`config.mk`:
```
export PLATFORM = sky130hd
export DESIGN_NAME = mult_issue_sched
export DESIGN_NICKNAME = d
export VERILOG_FILES = /design/src/rtl/mult_issue_sched.sv
export SDC_FILE = /design/constraint.sdc
export NUM_CORES = 1
export LEC_CHECK = 0
export CAP_MARGIN = 0
export CORE_MARGIN = 2
export CORE_UTILIZATION = 43
export DETAILED_ROUTE_END_ITERATION = 10
export PLACE_DENSITY = 0.77
export SLEW_MARGIN = 20
export SYNTH_ARGS = -nofsm -noshare
export SYNTH_HDL_FRONTEND = slang
export SYNTH_SLANG_ARGS = --single-unit
```
`constraint.sdc`:
```
create_clock -name clk -period 3.1 [get_ports clk]
set_input_delay 0.62 -clock clk [delete_from_list [all_inputs] [get_ports clk]]
set_output_delay 0.62 -clock clk [all_outputs]
set_load 0.05 [all_outputs]
```
`src/rtl/mult_issue_sched.sv`:
```
// Multiply issue scheduler: round-robin arbitration of two requesters into the multiplier
// pipeline, credit/tag tracking of in-flight ops, and epoch-filtered writeback routing.
module mult_issue_sched #(
  parameter int unsigned DEPTH = 4,
  parameter int unsigned RD_W  = 6
) (
  input  logic                    clk,
  input  logic                    reset_n,
  input  logic                    REQ0_VALID,
  input  logic [31:0]             REQ0_OP1,
  input  logic [31:0]             REQ0_OP2,
  input  logic [1:0]              REQ0_CMD,
  input  logic [RD_W-1:0]         REQ0_RD,
  output logic                    REQ0_READY,
  input  logic                    REQ1_VALID,
  input  logic [31:0]             REQ1_OP1,
  input  logic [31:0]             REQ1_OP2,
  input  logic [1:0]              REQ1_CMD,
  input  logic [RD_W-1:0]         REQ1_RD,
  output logic                    REQ1_READY,
  output logic                    MULT_ISSUE,
  output logic [31:0]             MULT_OP1_SE,
  output logic [31:0]             MULT_OP2_SE,
  output logic [1:0]              MULT_CMD_RD,
  input  logic                    MULT_DONE,
  input  logic [31:0]             MULT_RES,
  input  logic                    FLUSH,
  output logic                    WB_VALID,
  output logic [RD_W-1:0]         WB_RD,
  output logic                    WB_SRC,
  output logic [31:0]             WB_DATA,
  output logic [$clog2(DEPTH):0]  INFLIGHT,
  output logic                    ERR
);

  localparam int unsigned PW = $clog2(DEPTH);
  localparam int unsigned CW = PW + 1;

  logic [CW-1:0]   credits_q, credits_d;
  logic            rr_q, rr_d;
  logic            epoch_q, epoch_d;
  logic            err_q, err_d;
  logic [PW-1:0]   wr_ptr_q, wr_ptr_d;
  logic [PW-1:0]   rd_ptr_q, rd_ptr_d;
  logic            issue_q, issue_d;
  logic [31:0]     op1_q, op1_d;
  logic [31:0]     op2_q, op2_d;
  logic [1:0]      cmd_q, cmd_d;
  logic            wb_valid_q, wb_valid_d;
  logic [RD_W-1:0] wb_rd_q, wb_rd_d;
  logic            wb_src_q, wb_src_d;
  logic [31:0]     wb_data_q, wb_data_d;

  logic [RD_W-1:0] tag_rd_q  [DEPTH];
  logic            tag_src_q [DEPTH];
  logic            tag_ep_q  [DEPTH];

  logic can_issue, both_valid, gnt0, gnt1, accept, q_empty, pop;

  // Queue occupancy always equals DEPTH - credits, so no separate count is kept.
  always_comb begin
    can_issue  = (credits_q != '0) && !FLUSH;
    both_valid = REQ0_VALID && REQ1_VALID;
    gnt0       = can_issue && REQ0_VALID && (!REQ1_VALID || !rr_q);
    gnt1       = can_issue && REQ1_VALID && (!REQ0_VALID || rr_q);
    accept     = gnt0 || gnt1;
    q_empty    = (credits_q == CW'(DEPTH));
    pop        = MULT_DONE && !q_empty;
  end

  always_comb begin
    credits_d  = credits_q;
    rr_d       = rr_q;
    epoch_d    = epoch_q ^ FLUSH;
    err_d      = err_q | (MULT_DONE && q_empty);
    wr_ptr_d   = wr_ptr_q;
    rd_ptr_d   = rd_ptr_q;
    issue_d    = accept;
    op1_d      = op1_q;
    op2_d      = op2_q;
    cmd_d      = cmd_q;
    wb_valid_d = 1'b0;
    wb_rd_d    = wb_rd_q;
    wb_src_d   = wb_src_q;
    wb_data_d  = wb_data_q;

    if (can_issue && both_valid) begin
      rr_d = ~rr_q;
    end

    if (accept) begin
      op1_d    = gnt1 ? REQ1_OP1 : REQ0_OP1;
      op2_d    = gnt1 ? REQ1_OP2 : REQ0_OP2;
      cmd_d    = gnt1 ? REQ1_CMD : REQ0_CMD;
      wr_ptr_d = wr_ptr_q + PW'(1);
    end

    unique case ({accept, pop})
      2'b10:   credits_d = credits_q - CW'(1);
      2'b01:   credits_d = credits_q + CW'(1);
      default: credits_d = credits_q;
    endcase

    // Results from a stale epoch, or retiring during a flush, still return their credit.
    if (pop) begin
      rd_ptr_d   = rd_ptr_q + PW'(1);
      wb_valid_d = !FLUSH && (tag_ep_q[rd_ptr_q] == epoch_d);
    end

    if (wb_valid_d) begin
      wb_rd_d   = tag_rd_q[rd_ptr_q];
      wb_src_d  = tag_src_q[rd_ptr_q];
      wb_data_d = MULT_RES;
    end
  end

  always_ff @(posedge clk or negedge reset_n) begin
    if (!reset_n) begin
      credits_q  <= CW'(DEPTH);
      rr_q       <= 1'b0;
      epoch_q    <= 1'b0;
      err_q      <= 1'b0;
      wr_ptr_q   <= '0;
      rd_ptr_q   <= '0;
      issue_q    <= 1'b0;
      op1_q      <= '0;
      op2_q      <= '0;
      cmd_q      <= '0;
      wb_valid_q <= 1'b0;
      wb_rd_q    <= '0;
      wb_src_q   <= 1'b0;
      wb_data_q  <= '0;
    end else begin
      credits_q  <= credits_d;
      rr_q       <= rr_d;
      epoch_q    <= epoch_d;
      err_q      <= err_d;
      wr_ptr_q   <= wr_ptr_d;
      rd_ptr_q   <= rd_ptr_d;
      issue_q    <= issue_d;
      op1_q      <= op1_d;
      op2_q      <= op2_d;
      cmd_q      <= cmd_d;
      wb_valid_q <= wb_valid_d;
      wb_rd_q    <= wb_rd_d;
      wb_src_q   <= wb_src_d;
      wb_data_q  <= wb_data_d;
    end
  end

  always_ff @(posedge clk or negedge reset_n) begin
    if (!reset_n) begin
      for (int i = 0; i < DEPTH; i++) begin
        tag_rd_q[i]  <= '0;
        tag_src_q[i] <= 1'b0;
        tag_ep_q[i]  <= 1'b0;
      end
    end else if (accept) begin
      tag_rd_q[wr_ptr_q]  <= gnt1 ? REQ1_RD : REQ0_RD;
      tag_src_q[wr_ptr_q] <= gnt1;
      tag_ep_q[wr_ptr_q]  <= epoch_q;
    end
  end

  always_comb begin
    REQ0_READY  = gnt0;
    REQ1_READY  = gnt1;
    MULT_ISSUE  = issue_q;
    MULT_OP1_SE = op1_q;
    MULT_OP2_SE = op2_q;
    MULT_CMD_RD = cmd_q;
    WB_VALID    = wb_valid_q;
    WB_RD       = wb_rd_q;
    WB_SRC      = wb_src_q;
    WB_DATA     = wb_data_q;
    INFLIGHT    = CW'(DEPTH) - credits_q;
    ERR         = err_q;
  end

endmodule

```
After elaboration in Yosys (flattened, before gate mapping)

Cells that the tools add are included.

Bits in registers: 149
Bits of input ports: 182

Add/subtract/negate cells: 5
Magnitude comparators: 3
Equality and inequality tests: 4
Multiplexer cells: 22
Bitwise gates (word level): 5
Reductions and logical operators: 21

Operators by type and width:

| operator                                                              | count |
|---|---|
| 32-bit 2-to-1 mux                                                     | 2 |
| 24-bit bitwise mux                                                    | 1 |
| 6-bit 2-to-1 mux                                                      | 4 |
| 6-bit binary-select mux with 2-bit select                             | 1 |
| 6-bit demux with 2-bit select                                         | 1 |
| 1-bit logical AND                                                     | 11 |
| 4-bit bitwise mux                                                     | 2 |
| 3-bit greater-or-equal comparator, second input constant              | 2 |
| 1-bit 2-to-1 mux                                                      | 6 |
| 2-bit NOT with 3-bit output                                           | 2 |
| 3-bit one-hot mux with 2 select lines                                 | 1 |
| 1-bit logical NOT                                                     | 5 |
| 2-bit by 1-bit adder with 2-bit output, second input constant         | 2 |
| 1-bit binary-select mux with 2-bit select                             | 2 |
| 3-bit by 1-bit adder with 3-bit output, second input constant         | 1 |
| 3-bit equality test, second input constant                            | 1 |
| 1-bit logical OR                                                      | 3 |
| 3-bit by 1-bit < comparator with 1-bit output, second input constant  | 1 |
| 3-bit nonzero test                                                    | 1 |
| 3-bit by 1-bit subtractor with 3-bit output, second input constant    | 1 |
| 3-bit subtractor, first input constant                                | 1 |
| 1-bit demux with 2-bit select                                         | 1 |
| 2-bit by 1-bit equality test with 1-bit output, second input constant | 1 |
| 2-bit equality test, second input constant                            | 1 |
| 6 further kinds                                                       | 6 |

Longest topological paths before layout

Depth in word-level cells: 7
Depth in mapped cells: 11

Worst setup path before layout

OpenSTA, ideal clock, no wires.

Path kind: register to output
Start point: reg credits_q[0]
End point: out REQ0_READY
Arrival time: 2.550 ns
Data required time: 2.480 ns
Path slack: -0.070 ns
Stages on the path, launching flop included: 9
Buffers on the path: 2
Cells stage by stage: dfrtp_1 inv_1 ha_1 ha_1 nor2_1 clkbuf_1 clkbuf_1 nand2_1 a21oi_1

Cells in the longest elaborated chain, start to end: 4

RTL lines:

| item                            | RTL line | source |
|---|---|---|
| start: declaration              | 39       | `logic [CW-1:0] credits_q, credits_d;` |
| start signal: assignment        | 119      | `credits_q <= CW'(DEPTH);` |
| start signal: assignment        | 134      | `credits_q <= credits_d;` |
| 3-bit nonzero test              | 62       | `can_issue = (credits_q != '0) && !FLUSH;` |
| 1-bit logical AND               | 62       |  |
| 1-bit logical AND (2 in series) | 64       | `gnt0 = can_issue && REQ0_VALID && (!REQ1_VALID \|\| !rr_q);` |
| end: declaration                | 14       | `output logic REQ0_READY,` |

Every way passes these cells.

Worst setup path in the final report

Start point: reg credits_q[0]
End point: out REQ1_READY

Cells in the longest elaborated chain, start to end: 4

RTL lines:

| item                            | RTL line | source |
|---|---|---|
| 3-bit nonzero test              | 62       |  |
| 1-bit logical AND               | 62       |  |
| 1-bit logical AND (2 in series) | 65       | `gnt1 = can_issue && REQ1_VALID && (!REQ0_VALID \|\| rr_q);` |
| end: declaration                | 20       | `output logic REQ1_READY,` |

Every way passes these cells.

==> impl_summary.txt <==
----------------------------------------------------
[Logic synthesis]
  Synthesized instance count ... roughly 660
  Number of warning messages in the yosys log ... 0
  Post-synthesis register bit count ... approximately 150
  Cell Area, Synth ... just over 7000 um2
  Synthesized area per cell ... 10.84 um2
  Net count after synthesis ... roughly 850
  Commonest register cell after synthesis ... sky130_fd_sc_hd__dfrtp_1
  Post-synth cell types ... 35
  Post-synth EDFFs ... 0
  Fraction of registers with async set or reset after synthesis ... 1.000
  Seq/Total Area, Yosys ... 0.5235

[Floorplan]
  Count of pins on the block boundary ... about 300
  Core Footprint ... ~16,000 um2
  Die span in x ... roughly 130 um
  Initial cell density of the core ... 0.4342
  Die height ... between 100 and 150 um
  Number of rows in the core area ... 47
  Full die area ... 17,610 um2

[Layout]
  # diodes ... 0
  Number of nets in the finished design ... 1,104
  Area delta synth->final ... 53.28%
  Most frequent standard cell in the layout excluding fill and tap cells ... sky130_fd_sc_hd__clkdlybuf4s50_1
  Area of all placed cells without fillers ... 10,920 um2
  Highest-count cells in the layout ignoring fill and taps ... sky130_fd_sc_hd__clkdlybuf4s50_1 (291), sky130_fd_sc_hd__dfrtp_1 (148), sky130_fd_sc_hd__a31oi_1 (114)
  Layout cells sized above 1 ... 0.1156

[Run]
  Maximum Capacitance Violations ... 0

[Power and ir drop]
  Switching fraction of total power ... 0.4388
  Switching component of the power ... about 5400 uW
  Power Internal ... 6899 uW
  Static power due to leakage ... 0.004315 uW
  Clock network power share ... 0.186
  Ratio of total power to cell area ... around 1100 nW/um2
  Proportion of power drawn by flip-flops and latches ... 0.280
  Overall Power ... about 12,000 uW
  Worst vdd ir ... between 0.5 and 0.6 mV
  Combinational power share ... 0.534

[STA]
  Tmin final ... 2.925 ns
  Number of hold-slack violations in the final timing report ... 0
  Final number of max-transition violations ... 0
  Pin slew with the least headroom to its limit ... 0.7018 ns
  Unrepaired setup endpoints after global routing ... false
  Ratio of final minimum period to clock period ... 0.9434
  Fmax ... between 300 and 400 MHz
  Layout Skew ... a little under 0.008 ns
  Summed negative setup slack over all endpoints ... 0 ns
  Worst setup margin ... ~0.18 ns
  Min Hold Slack ... between 0.1 and 0.15 ns
  Final setup violation count ... 0
  Worst max-slew margin expressed relative to the limit ... 0.5321

[Clocking]
  CTS resizes ... 0
  Clock Sinks ... ~150
  Maximum level of the CTS H-tree ... 4
  Setup fix buffers added after clock tree synthesis ... 0
  Clock buffers created by TritonCTS ... 17
  Clock transition at the register clock pins on the worst setup and hold paths after CTS ... roughly 0.060 ns
  Total of hold buffers inserted after clock tree synthesis ... 0
  Clock latency reported for the late side of the worst-skew pair ... ~0.42 ns
  Clock tree from TritonCTS ... done
  CTS Root Cell ... sky130_fd_sc_hd__clkbuf_16
  Clock buffer depth ... 2

[Placed design]
  Port Buffers ... between 200 and 300
  HPWL Detailed ... around 14,000 um
  Placed Instance Area ... slightly above 10,000 um2
  Final weighted congestion in routability-driven placement ... between 0.7 and 0.8
  Worst setup timing slack at the placement stage ... between 0.2 and 0.25 ns

[Worst setup path]
  Data required time at the worst endpoint ... between 2 and 2.5 ns
  Endpoint of the worst setup timing path ... REQ1_READY
  Critical Path End Type ... primary output
  Crit path kind ... flip-flop to primary output
  Highest net fanout along the worst path ... 4
  Origin of the worst setup path ... credits_q[0]
  Critical register-to-register path startpoint ... credits_q[0]
  Number of cells on the worst reg-to-reg path ... 7
  Startpoint types ... flip-flop
  R2R Path End ... tag_rd_q[20]
  Worst endpoint data arrival time ... 2.30 ns
  Register-to-register path setup slack ... roughly 0.42 ns

[GRT]
  Initial antenna violation count ... 0
  Number of global-route vias before repair ... between 6,000 and 7,000
  Pin count of the biggest net entering global routing ... 73
  GRT Overall Usage ... 0.2493
  Wire length of the first global-routing pass ... ~35,000 um
  Total congestion overflow ... 0

[Detailed routing]
  DRC Markers ... 0
  Initial detailed-routing violation count ... 452
  Via-per-instance ratio ... ~5.6
  Total Routed Length ... roughly 22,000 um
  First-pass DRT Iterations ... 7
  Total vias in the final route ... about 6,400
  Mean routed wirelength per cell ... between 15 and 20 um
  Count of antenna-violating nets left after detailed routing ... 0

[Run status]
  Result of the run ... complete, no violations

[Hold path]
  Class of the worst hold path ... input port to async pin

----------------------------------------------------
power groups by stage:
stage	Sequential (uW)	Combinational, uW	Clock [uW]
2_1_floorplan	5490	2330	0
3_3_place_gp	3410	6520	0
3_5_place_dp	3460	6580	0
4_1_cts	3440	6610	2330
5_1_grt	3540	6910	2430
6_report	3440	6570	2290
layer usage:
layer | GRT usage | vias up | part of all wire
li1 | - | 2978 | -
met1 | 0.3009 | 3118 | 0.40
met4 | 0.1105 | 0 | 0.031
met3 | 0.08851 | 41 | 0.087
met5 | 0 | - | 0
met2 | 0.4036 | 291 | 0.49
Yosys cell counts (4+ instances only):
cell	count	area [um2]
sky130_fd_sc_hd__ha_1	8	100.1
sky130_fd_sc_hd__mux2_2	5	56.30
sky130_fd_sc_hd__o21ai_0	73	365.4
sky130_fd_sc_hd__xor2_1	4	35.03
sky130_fd_sc_hd__a21oi_1	67	335.3
sky130_fd_sc_hd__buf_1	10	37.54
sky130_fd_sc_hd__mux4_1	7	183.9
sky130_fd_sc_hd__inv_1	10	37.54
sky130_fd_sc_hd__a31oi_1	114	713.2
sky130_fd_sc_hd__dfrtp_1	148	3704
sky130_fd_sc_hd__buf_12	4	80.08
sky130_fd_sc_hd__xnor2_1	4	35.03
sky130_fd_sc_hd__clkbuf_1	58	217.7
sky130_fd_sc_hd__mux2_4	40	600.6
sky130_fd_sc_hd__nand3_1	74	370.4
sky130_fd_sc_hd__and3_1	5	31.28
flip-flops by register name (all words and copies together) (netlist names):
name         cells
tag_src_q        4
rr_q             1
credits_q        3
epoch_q          1
MULT_OP2_SE     32
WB_SRC           1
MULT_OP1_SE     32
ERR              1
tag_ep_q         4
WB_VALID         1
WB_RD            6
WB_DATA         32
MULT_ISSUE       1
MULT_CMD_RD      2
rd_ptr_q         2
wr_ptr_q         2
tag_rd_q        24
how the worst min path moves through the flow:
| stage | startpoint | endpoint | slack (ns) |
|---|---|---|---|
| 4_1_cts | reset_n | WB_DATA[12] | 0.12 |
| 5_1_grt | reset_n | WB_DATA[0] | 0.13 |
| 2_1_floorplan | reset_n | ERR | 0.32 |
| 6_report | reset_n | WB_DATA[12] | 0.12 |
| 3_3_place_gp | ERR | ERR | 0.44 |
| 3_5_place_dp | ERR | ERR | 0.45 |
cell type report:
| class | instances | area [um2] |
|---|---|---|
| sequential | 149 | 3730 |
| clock buffer | 20 | 456.7 |
| fill | 1282 | 5487 |
| timing repair buffer | 312 | 3199 |
| tap | 220 | 275.3 |
| inverter | 11 | 41.29 |
| multi-input combinational | 422 | 3020 |
| clock inverter | 12 | 197.7 |
cell families (layout without fill, tap and decap cells):
kind of cell | count (synthesis) | after routing | synth area share
DFF | 149 | 149 | 0.5235
and+or+nand+nor | 93 | 93 | 0.06797
AOI/OAI and AO/OA | 259 | 259 | 0.2044
buffers and inverters | 86 | 355 | 0.05620
xor gates and xnor gates | 8 | 8 | 0.009834
muxes | 53 | 53 | 0.1212
adders and majority gates | 9 | 9 | 0.01686
worst max-delay path, cell delays in order (launching register included):
cell                      delay (ns)
sky130_fd_sc_hd__dfrtp_1        0.44
sky130_fd_sc_hd__inv_1          0.07
sky130_fd_sc_hd__ha_1           0.22
sky130_fd_sc_hd__ha_1           0.25
sky130_fd_sc_hd__or3b_2         0.48
sky130_fd_sc_hd__nor2_1         0.25
sky130_fd_sc_hd__buf_12         0.18
metrics by stage:
| step | util | cells |
|---|---|---|
| 5_1_grt | 0.6656 | 1146 |
| 4_1_cts | 0.6656 | 1146 |
| 3_5_place_dp | 0.6257 | 1114 |
| 6_report | 0.6656 | 1146 |
| 3_3_place_gp | 0.6257 | 1114 |
| 2_1_floorplan | - | 657 |
Power figures use the tool's default switching activity.
